`src/rtl/regs_pkg.sv`:
```
// Shared definitions for the register file: default sizes, PC update
// selector and helpers that locate the hard-wired zero and PC slots.
package regs_pkg;

    localparam int DATA_W_DEF = 8;
    localparam int NREGS_DEF  = 8;

    typedef enum logic [1:0] {
        PC_HOLD,
        PC_WRITE,
        PC_LOAD,
        PC_INC
    } pc_sel_e;

    function automatic int zero_idx();
        return 0;
    endfunction

    function automatic int pc_idx(input int nregs);
        return nregs - 1;
    endfunction

endpackage

```
`src/rtl/regs_scoreboard.sv`:
```
// Pending-write scoreboard: one bit per register address, set on issue and
// cleared on writeback. When both hit the same bit, set wins. Bit 0 is the
// zero register and never becomes pending.
module regs_scoreboard
    import regs_pkg::*;
#(
    parameter int NREGS = NREGS_DEF,
    localparam int AW   = $clog2(NREGS)
)(
    input  logic          clk,
    input  logic          rst_n,
    input  logic          set_v,
    input  logic [AW-1:0] set_a,
    input  logic          clr_v,
    input  logic [AW-1:0] clr_a,
    input  logic [AW-1:0] la_a,
    input  logic [AW-1:0] lb_a,
    output logic          la_busy,
    output logic          lb_busy,
    output logic          any_busy
);

    logic [NREGS-1:0] pending;
    logic [NREGS-1:0] pend_next;

    // Clear first so a simultaneous set on the same address leaves the bit at 1
    always_comb begin
        pend_next = pending;
        if (clr_v) pend_next[clr_a] = 1'b0;
        if (set_v) pend_next[set_a] = 1'b1;
        pend_next[zero_idx()] = 1'b0;
    end

    // Pending bits, cleared asynchronously so busy reads 0 during reset
    always_ff @(posedge clk or negedge rst_n) begin
        if (!rst_n) pending <= '0;
        else        pending <= pend_next;
    end

    // Combinational lookups of the stored bits
    always_comb begin
        la_busy  = pending[la_a];
        lb_busy  = pending[lb_a];
        any_busy = |pending;
    end

endmodule

```
`src/rtl/regs_file.sv`:
```
// Register file with hard-wired zero at address 0, the PC mapped at the top
// address, two combinational read ports and a pending-write scoreboard.
// Optional macro REGS_FILE_BYPASS_EN forwards same-cycle write data to the
// read ports; without it reads return stored state only.
module regs_file
    import regs_pkg::*;
#(
    parameter int DATA_W  = DATA_W_DEF,
    parameter int NREGS   = NREGS_DEF,
    parameter int PC_STEP = 1,
    localparam int AW     = $clog2(NREGS)
)(
    input  logic              clk,
    input  logic              rst_n,
    input  logic              we,
    input  logic [AW-1:0]     wa,
    input  logic [DATA_W-1:0] wd,
    input  logic [AW-1:0]     rx_a,
    input  logic [AW-1:0]     ry_a,
    output logic [DATA_W-1:0] rx_d,
    output logic [DATA_W-1:0] ry_d,
    input  logic              pc_inc,
    input  logic              pc_ld,
    input  logic [DATA_W-1:0] pc_nxt,
    input  logic              stall,
    output logic [DATA_W-1:0] pc,
    input  logic              iss_v,
    input  logic [AW-1:0]     iss_a,
    output logic              rx_busy,
    output logic              ry_busy,
    output logic              any_busy
);

    localparam logic [AW-1:0] ZERO_A = AW'(zero_idx());
    localparam logic [AW-1:0] PC_A   = AW'(pc_idx(NREGS));

    logic [DATA_W-1:0] gpr [1:NREGS-2];
    logic [DATA_W-1:0] rx_stored;
    logic [DATA_W-1:0] ry_stored;
    logic [DATA_W-1:0] pc_next;
    pc_sel_e           pc_sel;
    logic              sb_rx_busy;
    logic              sb_ry_busy;

    // General registers; the zero and PC slots have no storage here
    always_ff @(posedge clk or negedge rst_n) begin
        if (!rst_n) begin
            for (int i = 1; i <= NREGS-2; i++) gpr[i] <= '0;
        end else if (we) begin
            for (int i = 1; i <= NREGS-2; i++) begin
                if (wa == AW'(i)) gpr[i] <= wd;
            end
        end
    end

    // PC source priority: direct write, load, stall, increment, hold
    always_comb begin
        pc_sel = PC_HOLD;
        if (we && wa == PC_A) pc_sel = PC_WRITE;
        else if (pc_ld)       pc_sel = PC_LOAD;
        else if (stall)       pc_sel = PC_HOLD;
        else if (pc_inc)      pc_sel = PC_INC;
    end

    // PC next value; the increment wraps naturally at DATA_W bits
    always_comb begin
        case (pc_sel)
            PC_WRITE: pc_next = wd;
            PC_LOAD:  pc_next = pc_nxt;
            PC_INC:   pc_next = pc + DATA_W'(PC_STEP);
            default:  pc_next = pc;
        endcase
    end

    // PC register
    always_ff @(posedge clk or negedge rst_n) begin
        if (!rst_n) pc <= '0;
        else        pc <= pc_next;
    end

    // Stored-state read mux for both ports; address 0 falls through to zero
    always_comb begin
        rx_stored = '0;
        ry_stored = '0;
        for (int i = 1; i <= NREGS-2; i++) begin
            if (rx_a == AW'(i)) rx_stored = gpr[i];
            if (ry_a == AW'(i)) ry_stored = gpr[i];
        end
        if (rx_a == PC_A) rx_stored = pc;
        if (ry_a == PC_A) ry_stored = pc;
    end

    regs_scoreboard #(
        .NREGS (NREGS)
    ) u_scoreboard (
        .clk      (clk),
        .rst_n    (rst_n),
        .set_v    (iss_v),
        .set_a    (iss_a),
        .clr_v    (we),
        .clr_a    (wa),
        .la_a     (rx_a),
        .lb_a     (ry_a),
        .la_busy  (sb_rx_busy),
        .lb_busy  (sb_ry_busy),
        .any_busy (any_busy)
    );

`ifdef REGS_FILE_BYPASS_EN
    logic rx_hit;
    logic ry_hit;

    // Forward write data to a matching read port; gated off during reset
    always_comb begin
        rx_hit  = rst_n && we && (wa == rx_a) && (rx_a != ZERO_A);
        ry_hit  = rst_n && we && (wa == ry_a) && (ry_a != ZERO_A);
        rx_d    = rx_hit ? wd : rx_stored;
        ry_d    = ry_hit ? wd : ry_stored;
        rx_busy = rx_hit ? (iss_v && iss_a == rx_a) : sb_rx_busy;
        ry_busy = ry_hit ? (iss_v && iss_a == ry_a) : sb_ry_busy;
    end
`else
    // Reads return stored state only; a same-cycle write is not visible yet
    always_comb begin
        rx_d    = rx_stored;
        ry_d    = ry_stored;
        rx_busy = sb_rx_busy;
        ry_busy = sb_ry_busy;
    end
`endif

endmodule
```
`config.mk`:
```
export PLATFORM = sky130hd
export DESIGN_NAME = regs_file
export DESIGN_NICKNAME = d
export VERILOG_FILES = /design/src/rtl/regs_pkg.sv /design/src/rtl/regs_scoreboard.sv /design/src/rtl/regs_file.sv
export SDC_FILE = /design/constraint.sdc
export NUM_CORES = 1
export LEC_CHECK = 0
export BUFFER_PORTS_ARGS = -buffer_cell sky130_fd_sc_hd__buf_4
export CAP_MARGIN = 20
export CORE_MARGIN = 5
export CORE_UTILIZATION = 51
export DETAILED_ROUTE_END_ITERATION = 12
export PLACE_DENSITY = 0.79
export SLEW_MARGIN = 40
export SYNTH_ARGS = -nofsm -noshare
export SYNTH_HDL_FRONTEND = slang
export SYNTH_SLANG_ARGS = --single-unit
export TNS_END_PERCENT = 20
```
`constraint.sdc`:
```
create_clock -name clk -period 1.4 [get_ports clk]
set_clock_uncertainty 0.05 [all_clocks]
set_input_delay 0 -clock clk [delete_from_list [all_inputs] [get_ports clk]]
set_output_delay 0 -clock clk [all_outputs]
set_load 0.02 [all_outputs]
```
==> results.json, run 1 <==
{
  "status": "finished, violations left",
  "violations": "negative setup slack",
  "setup_tns_ns": -4.25,
  "reg2reg_to": "pc[5]$_DFFE_PN0P_",
  "die-width_um": 96.7,
  "ff2ff_path_depth": 4,
  "cp-start-kind": "register",
  "drv_slew": 0,
  "globalplace.congestion": 0.861,
  "drcViolationCount": 0,
  "dr.pass1.iters": 6,
  "yosysMostFrequentCell": "mux2_2",
  "setup_slack_ns": -0.332,
  "clockBufferDepth": 2,
  "io_buffers": 61,
  "avgViaCountPerCell": 5.99,
  "drt_iter0_drc": 220,
  "initial_core_util": 0.525,
  "async_flop_share": 1.00,
  "crit_fanout": 3,
  "cts_tree": "done",
  "synth_area_leaders": "dfrtp_1 (41%), mux2_2 (19%), mux4_2 (4.1%)",
  "grt_pass1_wl_um": 18700,
  "end_kind": "primary output",
  "syn_inst": 350,
  "wirelength_um": 11600,
  "die_h_um": 96.7,
  "synth-seq-area-share": 0.411,
  "p_sw_uw": 2060,
  "die_area_mm2": 0.00935,
  "syn_avg_cell_area_um2": 10.9,
  "p_seq_frac": 0.402,
  "synth-warning-count": 0,
  "powerDensity_mw_per_mm2": 1200,
  "synth_edf_count": 0,
  "ys_top_cells_by_count": "mux2_2 (66), dfrtp_1 (63), nand2_1 (35)",
  "regToRegSetupSlack_ns": -0.08,
  "setup_violations": 21,
  "fin_crit_sh": 1.24,
  "p_leak_uw": 0.00229,
  "synth_seq_cells": 63,
  "grt_use_met1": 0.304,
  "cap_violations": 0,
  "synth_cell_types": 53,
  "place_ws_ns": -0.0504,
  "dp_hpwl_um": 7720,
  "critPathKind": "reg2out",
  "rsz0062_at_grt": "yes",
  "cts_buffers": 9,
  "clkPwrFrac": 0.247,
  "worstPathArrival_ns": 1.68,
  "place_area_mm2": 0.00463,
  "grt_use_met2": 0.420,
  "timing.final.crit_period_ns": 1.73,
  "clk_pin_slew_ns": 0.07,
  "worst_pin_slew_ns": 0.541,
  "fin_util": 0.723,
  "grt.busiest_layer": "met2",
  "whs_endpoint": "pc[2]$_DFFE_PN0P_",
  "ir_drop_uv": 990,
  "nets": 504,
  "fmax_mhz": 577,
  "first_global_vias": 3722,
  "insertion_delay_ns": 0.35,
  "n_fill_cell": 533,
  "h-tree-depth": 3,
  "hold_violations": 0,
  "areaGrowthSynthToFinish_pct": 37.7,
  "synth_area_mm2": 0.00383,
  "postRouteAntennaNets": 0,
  "synth_top_area_frac": 0.411,
  "synthesis.nets": 386,
  "vias": 3428,
  "worstHoldPathCells": 5,
  "hold_class": "in2reg",
  "finalPower_uw": 6310,
  "synthFlopType": "dfrtp_1",
  "relSlewSlack": 0.639,
  "pwr-share-comb": 0.351,
  "switching_share": 0.327,
  "yosysTopAreaCell": "dfrtp_1",
  "grt_max_degree": 41,
  "avgRoutedWirePerCell_um": 20.2,
  "num_io_pins": 62,
  "core_mm2": 0.00729,
  "cts_sinks": 63,
  "row_count": 31,
  "cts_root_buf": "clkbuf_8",
  "grt_use_total": 0.248,
  "use_met3": 0.0676,
  "stdcell_area_mm2": 0.00528,
  "timing.rr.start": "pc[4]$_DFFE_PN0P_",
  "gr-total-overflow": 0,
  "cp.required_ns": 1.35,
  "n_antenna_cell": 0,
  "antenna_found_initial": 0,
  "worstHoldStart": "pc_nxt[2]",
  "drive_gt1_frac": 0.507,
  "p_int_uw": 4250
}
==> worst max-delay path by stage <==
stage,startpoint,end,slack (ns),cells past startpoint
detailed placement,pc[2]$_DFFE_PN0P_,pc[5]$_DFFE_PN0P_,-0.05,4
floorplan,pc[0]$_DFFE_PN0P_,pc[5]$_DFFE_PN0P_,-0.02,4
global route,gpr[25]$_DFFE_PN0P_,rx_d[1],-0.39,5
finish,gpr[25]$_DFFE_PN0P_,rx_d[1],-0.33,5
CTS,gpr[46]$_DFFE_PN0P_,rx_d[6],-0.32,4
global placement,gpr[46]$_DFFE_PN0P_,rx_d[6],0.01,4
==> sequential cells by signal, indices dropped and copies added, names as in the netlist <==
register / flops
u_scoreboard.pending: 7
gpr: 48
pc: 8
==> stage by stage <==
stage,std cells,hold WS (ns)
3_5_place_dp,525,-0.0369
6_report,572,0.00845
3_3_place_gp,525,-0.0392
2_1_floorplan,350,-0.346
5_1_grt,572,0.0491
4_1_cts,569,0.00419
==> logic make-up after synthesis <==
group                      count (synthesis)  share of synthesized area
muxes                                     87                      0.274
AOI/OAI and AO/OA                         82                      0.152
and+or+nand+nor                           82                      0.113
DFF                                       63                      0.411
buffers and inverters                     34                     0.0441
xor gates and xnor gates                   1                    0.00229
adders and majority gates                  1                    0.00327
==> critical path, stage by stage, from the launching register on <==
cell     delay (ns)
dfrtp_1        0.39
mux2_4         0.28
a22oi_2        0.15
nor2_1         0.06
a221o_1        0.30
buf_6          0.15
==> layout by cell type, fill, tap and decap left out, drive strengths merged, types with 6 or more instances in the layout <==
cell         count
a21oi           10
a22oi           12
mux4             7
dfrtp           63
dlygate4sd3     21
a221o            7
inv             10
mux2i           12
o21ai           25
nor2b            6
mux2            68
nor2            10
nand2           35
buf            110
nand2b           7
clkbuf          10
==> per-layer routing <==
metal,up-vias,wire length [um]
li1,1553,-
met1,1726,4690
met2,124,5960
met3,25,729
met4,0,192
met5,-,0
==> power by group through the flow <==
stage	combinational [uW]	sequential [uW]	clock (uW)
3_5_place_dp	1850	2560	0
2_1_floorplan	1150	2500	0
6_report	2210	2540	1560
3_3_place_gp	1800	2520	0
5_1_grt	2390	2580	1650
4_1_cts	2100	2520	1570
==> what timing repair did <==
item,4_1_cts,5_1_grt
buffers inserted,7,3
hold buffers,21,0
endpoints found under the hold margin,100,0
resized for setup,31,18
endpoints found under the setup margin,23,26
pin swaps,12,9
==> area by class of cell <==
cell class | count | area, um^2 | area share
Tap cell | 99 | 124 | 0.0235
Inverter | 10 | 37.5 | 0.00712
Timing Repair Buffer | 131 | 1090 | 0.206
Sequential cell | 63 | 1580 | 0.300
Clock buffer | 10 | 128 | 0.0242
Clock inverter | 6 | 61.3 | 0.0116
Multi-Input combinational cell | 253 | 2260 | 0.428
Note: power is estimated with default switching activity, not from simulation.
==> inputs of run 2 (changes only) <==
--- a/config.mk
+++ b/config.mk
@@ -11,6 +11,7 @@
 export CORE_UTILIZATION = 51
 export DETAILED_ROUTE_END_ITERATION = 12
 export PLACE_DENSITY = 0.79
+export RECOVER_POWER = 25
 export SLEW_MARGIN = 40
 export SYNTH_ARGS = -nofsm -noshare
 export SYNTH_HDL_FRONTEND = slang
==> run 2 against run 1 <==
  * Combinational power about the same
  * Sequential cell count unchanged
  * Die area unchanged
  * Via count barely moved
  * Utilization about the same
  * Final area barely moved
  * Sequential power barely moved
  * Worst setup slack about the same
  * Highest routed layer unchanged
  * Worst hold slack about the same
  * The flow still finishes with violations (negative setup slack)
  * First-iteration DRC count is the same
==> results.json, run 2 (synthesis results as in run 1) <==
{
  "grt.busiest_layer": "met2",
  "grt_max_degree": 41,
  "avgViaCountPerCell": 5.99,
  "cts_sinks": 63,
  "cp-start-kind": "register",
  "cpMaxStageDelayCell": "dfrtp_1",
  "die_h_um": 96.7,
  "drv_slew": 0,
  "die-width_um": 96.7,
  "largest_register_ffs": 48,
  "dp_hpwl_um": 7720,
  "globalplace.congestion": 0.861,
  "slowest_delay_ns": 0.39,
  "cts_root_buf": "clkbuf_8",
  "stdcell_area_mm2": 0.00527,
  "areaGrowthSynthToFinish_pct": 37.6,
  "grt_use_met1": 0.304,
  "cp_num_buf_inv": 1,
  "p_sw_uw": 2070,
  "io_buffers": 61,
  "hold_violations": 0,
  "final_common_cell": "buf_4",
  "dr.pass1.iters": 7,
  "clockBufferDepth": 2,
  "clk_pin_slew_ns": 0.07,
  "path_depth": 5,
  "num_io_pins": 62,
  "core_mm2": 0.00729,
  "die_area_mm2": 0.00935,
  "reg2reg_to": "pc[5]$_DFFE_PN0P_",
  "crit_fanout": 3,
  "setup_tns_ns": -4.24,
  "finalPower_uw": 6310,
  "fmax_mhz": 577,
  "cap_violations": 0,
  "antenna_found_initial": 0,
  "timing.rr.start": "pc[4]$_DFFE_PN0P_",
  "use_met3": 0.0676,
  "top_register": "gpr",
  "gr-total-overflow": 0,
  "largestRegisters": "gpr x48, pc x8, u_scoreboard.pending x7",
  "violations": "negative setup slack",
  "cts_tree": "done",
  "mostFrequentLayoutCells": "buf_4 (98), mux2_2 (60), dfrtp_1 (58), nand2_1 (34), dlygate4sd3_1 (21)",
  "drcViolationCount": 0,
  "fin_util": 0.723,
  "avgRoutedWirePerCell_um": 20.2,
  "grt_use_total": 0.248,
  "end_kind": "primary output",
  "ir_drop_uv": 990,
  "worstHoldPathCells": 5,
  "worstPathArrival_ns": 1.68,
  "nets": 504,
  "ff2ff_path_depth": 4,
  "rsz0062_at_grt": "yes",
  "critPathKind": "reg2out",
  "worst_pin_slew_ns": 1.06,
  "vias": 3426,
  "powerDensity_mw_per_mm2": 1200,
  "insertion_delay_ns": 0.35,
  "p_seq_frac": 0.402,
  "crit_chain": "mux2_4 > a22oi_2 > nor2_1 > a221o_1 > buf_6",
  "whs_endpoint": "pc[2]$_DFFE_PN0P_",
  "drt_iter0_drc": 220,
  "row_count": 31,
  "hold_class": "in2reg",
  "initial_core_util": 0.525,
  "cts_buffers": 9,
  "relSlewSlack": 0.294,
  "regToRegSetupSlack_ns": -0.08,
  "cp_top_family": "compound AO/OA/AOI/OAI gates",
  "drive_gt1_frac": 0.507,
  "status": "finished, violations left",
  "place_area_mm2": 0.00463,
  "timing.final.crit_period_ns": 1.73,
  "grt_use_met2": 0.420,
  "h-tree-depth": 3,
  "p_int_uw": 4240,
  "first_global_vias": 3722,
  "wirelength_um": 11600,
  "pwr-share-comb": 0.350,
  "switching_share": 0.327,
  "postRouteAntennaNets": 0,
  "fin_crit_sh": 1.24,
  "clkPwrFrac": 0.247,
  "worstHoldStart": "pc_nxt[2]",
  "cp.required_ns": 1.35,
  "setup_violations": 21,
  "n_antenna_cell": 0,
  "place_ws_ns": -0.0504,
  "grt_pass1_wl_um": 18700,
  "setup_slack_ns": -0.332,
  "p_leak_uw": 0.00229
}
-- run 2: cell types whose count changed in the layout (fill, tap and decap cells not counted), sizes merged --
cell / delta
buf: -1
clkbuf: +1
-- run 2: worst max-delay path by stage --
stage                              from           endpoint  slack (ns)
floorplan             pc[0]$_DFFE_PN0P_  pc[5]$_DFFE_PN0P_       -0.02
global placement    gpr[46]$_DFFE_PN0P_            rx_d[6]        0.01
detailed placement    pc[2]$_DFFE_PN0P_  pc[5]$_DFFE_PN0P_       -0.05
CTS                 gpr[46]$_DFFE_PN0P_            rx_d[6]       -0.32
global route        gpr[25]$_DFFE_PN0P_            rx_d[1]       -0.39
finish              gpr[25]$_DFFE_PN0P_            rx_d[1]       -0.33
-- run 2: what timing repair did --
item                                    4_1_cts  5_1_grt
endpoints found under the setup margin       23       26
pin swaps                                    12        9
setup buffers                                 7        3
resized for setup                            31       18
hold buffers                                 21        0
hold endpoints to repair                    100        0
-- run 2: layout make-up --
type,instances,area [um^2]
clock inverter,6,61.3
fill,534,2020
multi-input combinational,253,2260
sequential,63,1580
inverter,10,37.5
clock buffer,10,128
timing repair buffer,131,1080
tap,99,124
-- run 2: worst register-to-register path, delay by kind of cell (launching register included) --
| family | cells | cell delay (ns) |
|---|---|---|
| AO/OA/AOI/OAI | 3 | 0.69 |
| flip-flops | 1 | 0.47 |
| AND/OR/NAND/NOR | 1 | 0.15 |
-- run 2: power by group through the flow --
stage	combinational, uW	clock (uW)	sequential [uW]
after global routing	2380	1650	2580
final	2210	1560	2540
after floorplan	1150	0	2500
after CTS	2100	1570	2520
after global placement	1800	0	2520
after detailed placement	1850	0	2560
-- run 2: through the flow --
| stage | hold WS [ns] | instances |
|---|---|---|
| after global routing | 0.0491 | 572 |
| final | 0.00850 | 572 |
| after global placement | -0.0392 | 525 |
| after detailed placement | -0.0369 | 525 |
| after CTS | 0.00419 | 569 |
| after floorplan | -0.346 | 350 |
-- run 2: metal layers --
metal / vias to the layer above / routed length (um)
met3: 25 / 733
met2: 124 / 5970
met4: 0 / 192
met5: - / 0
met1: 1724 / 4680
li1: 1553 / -
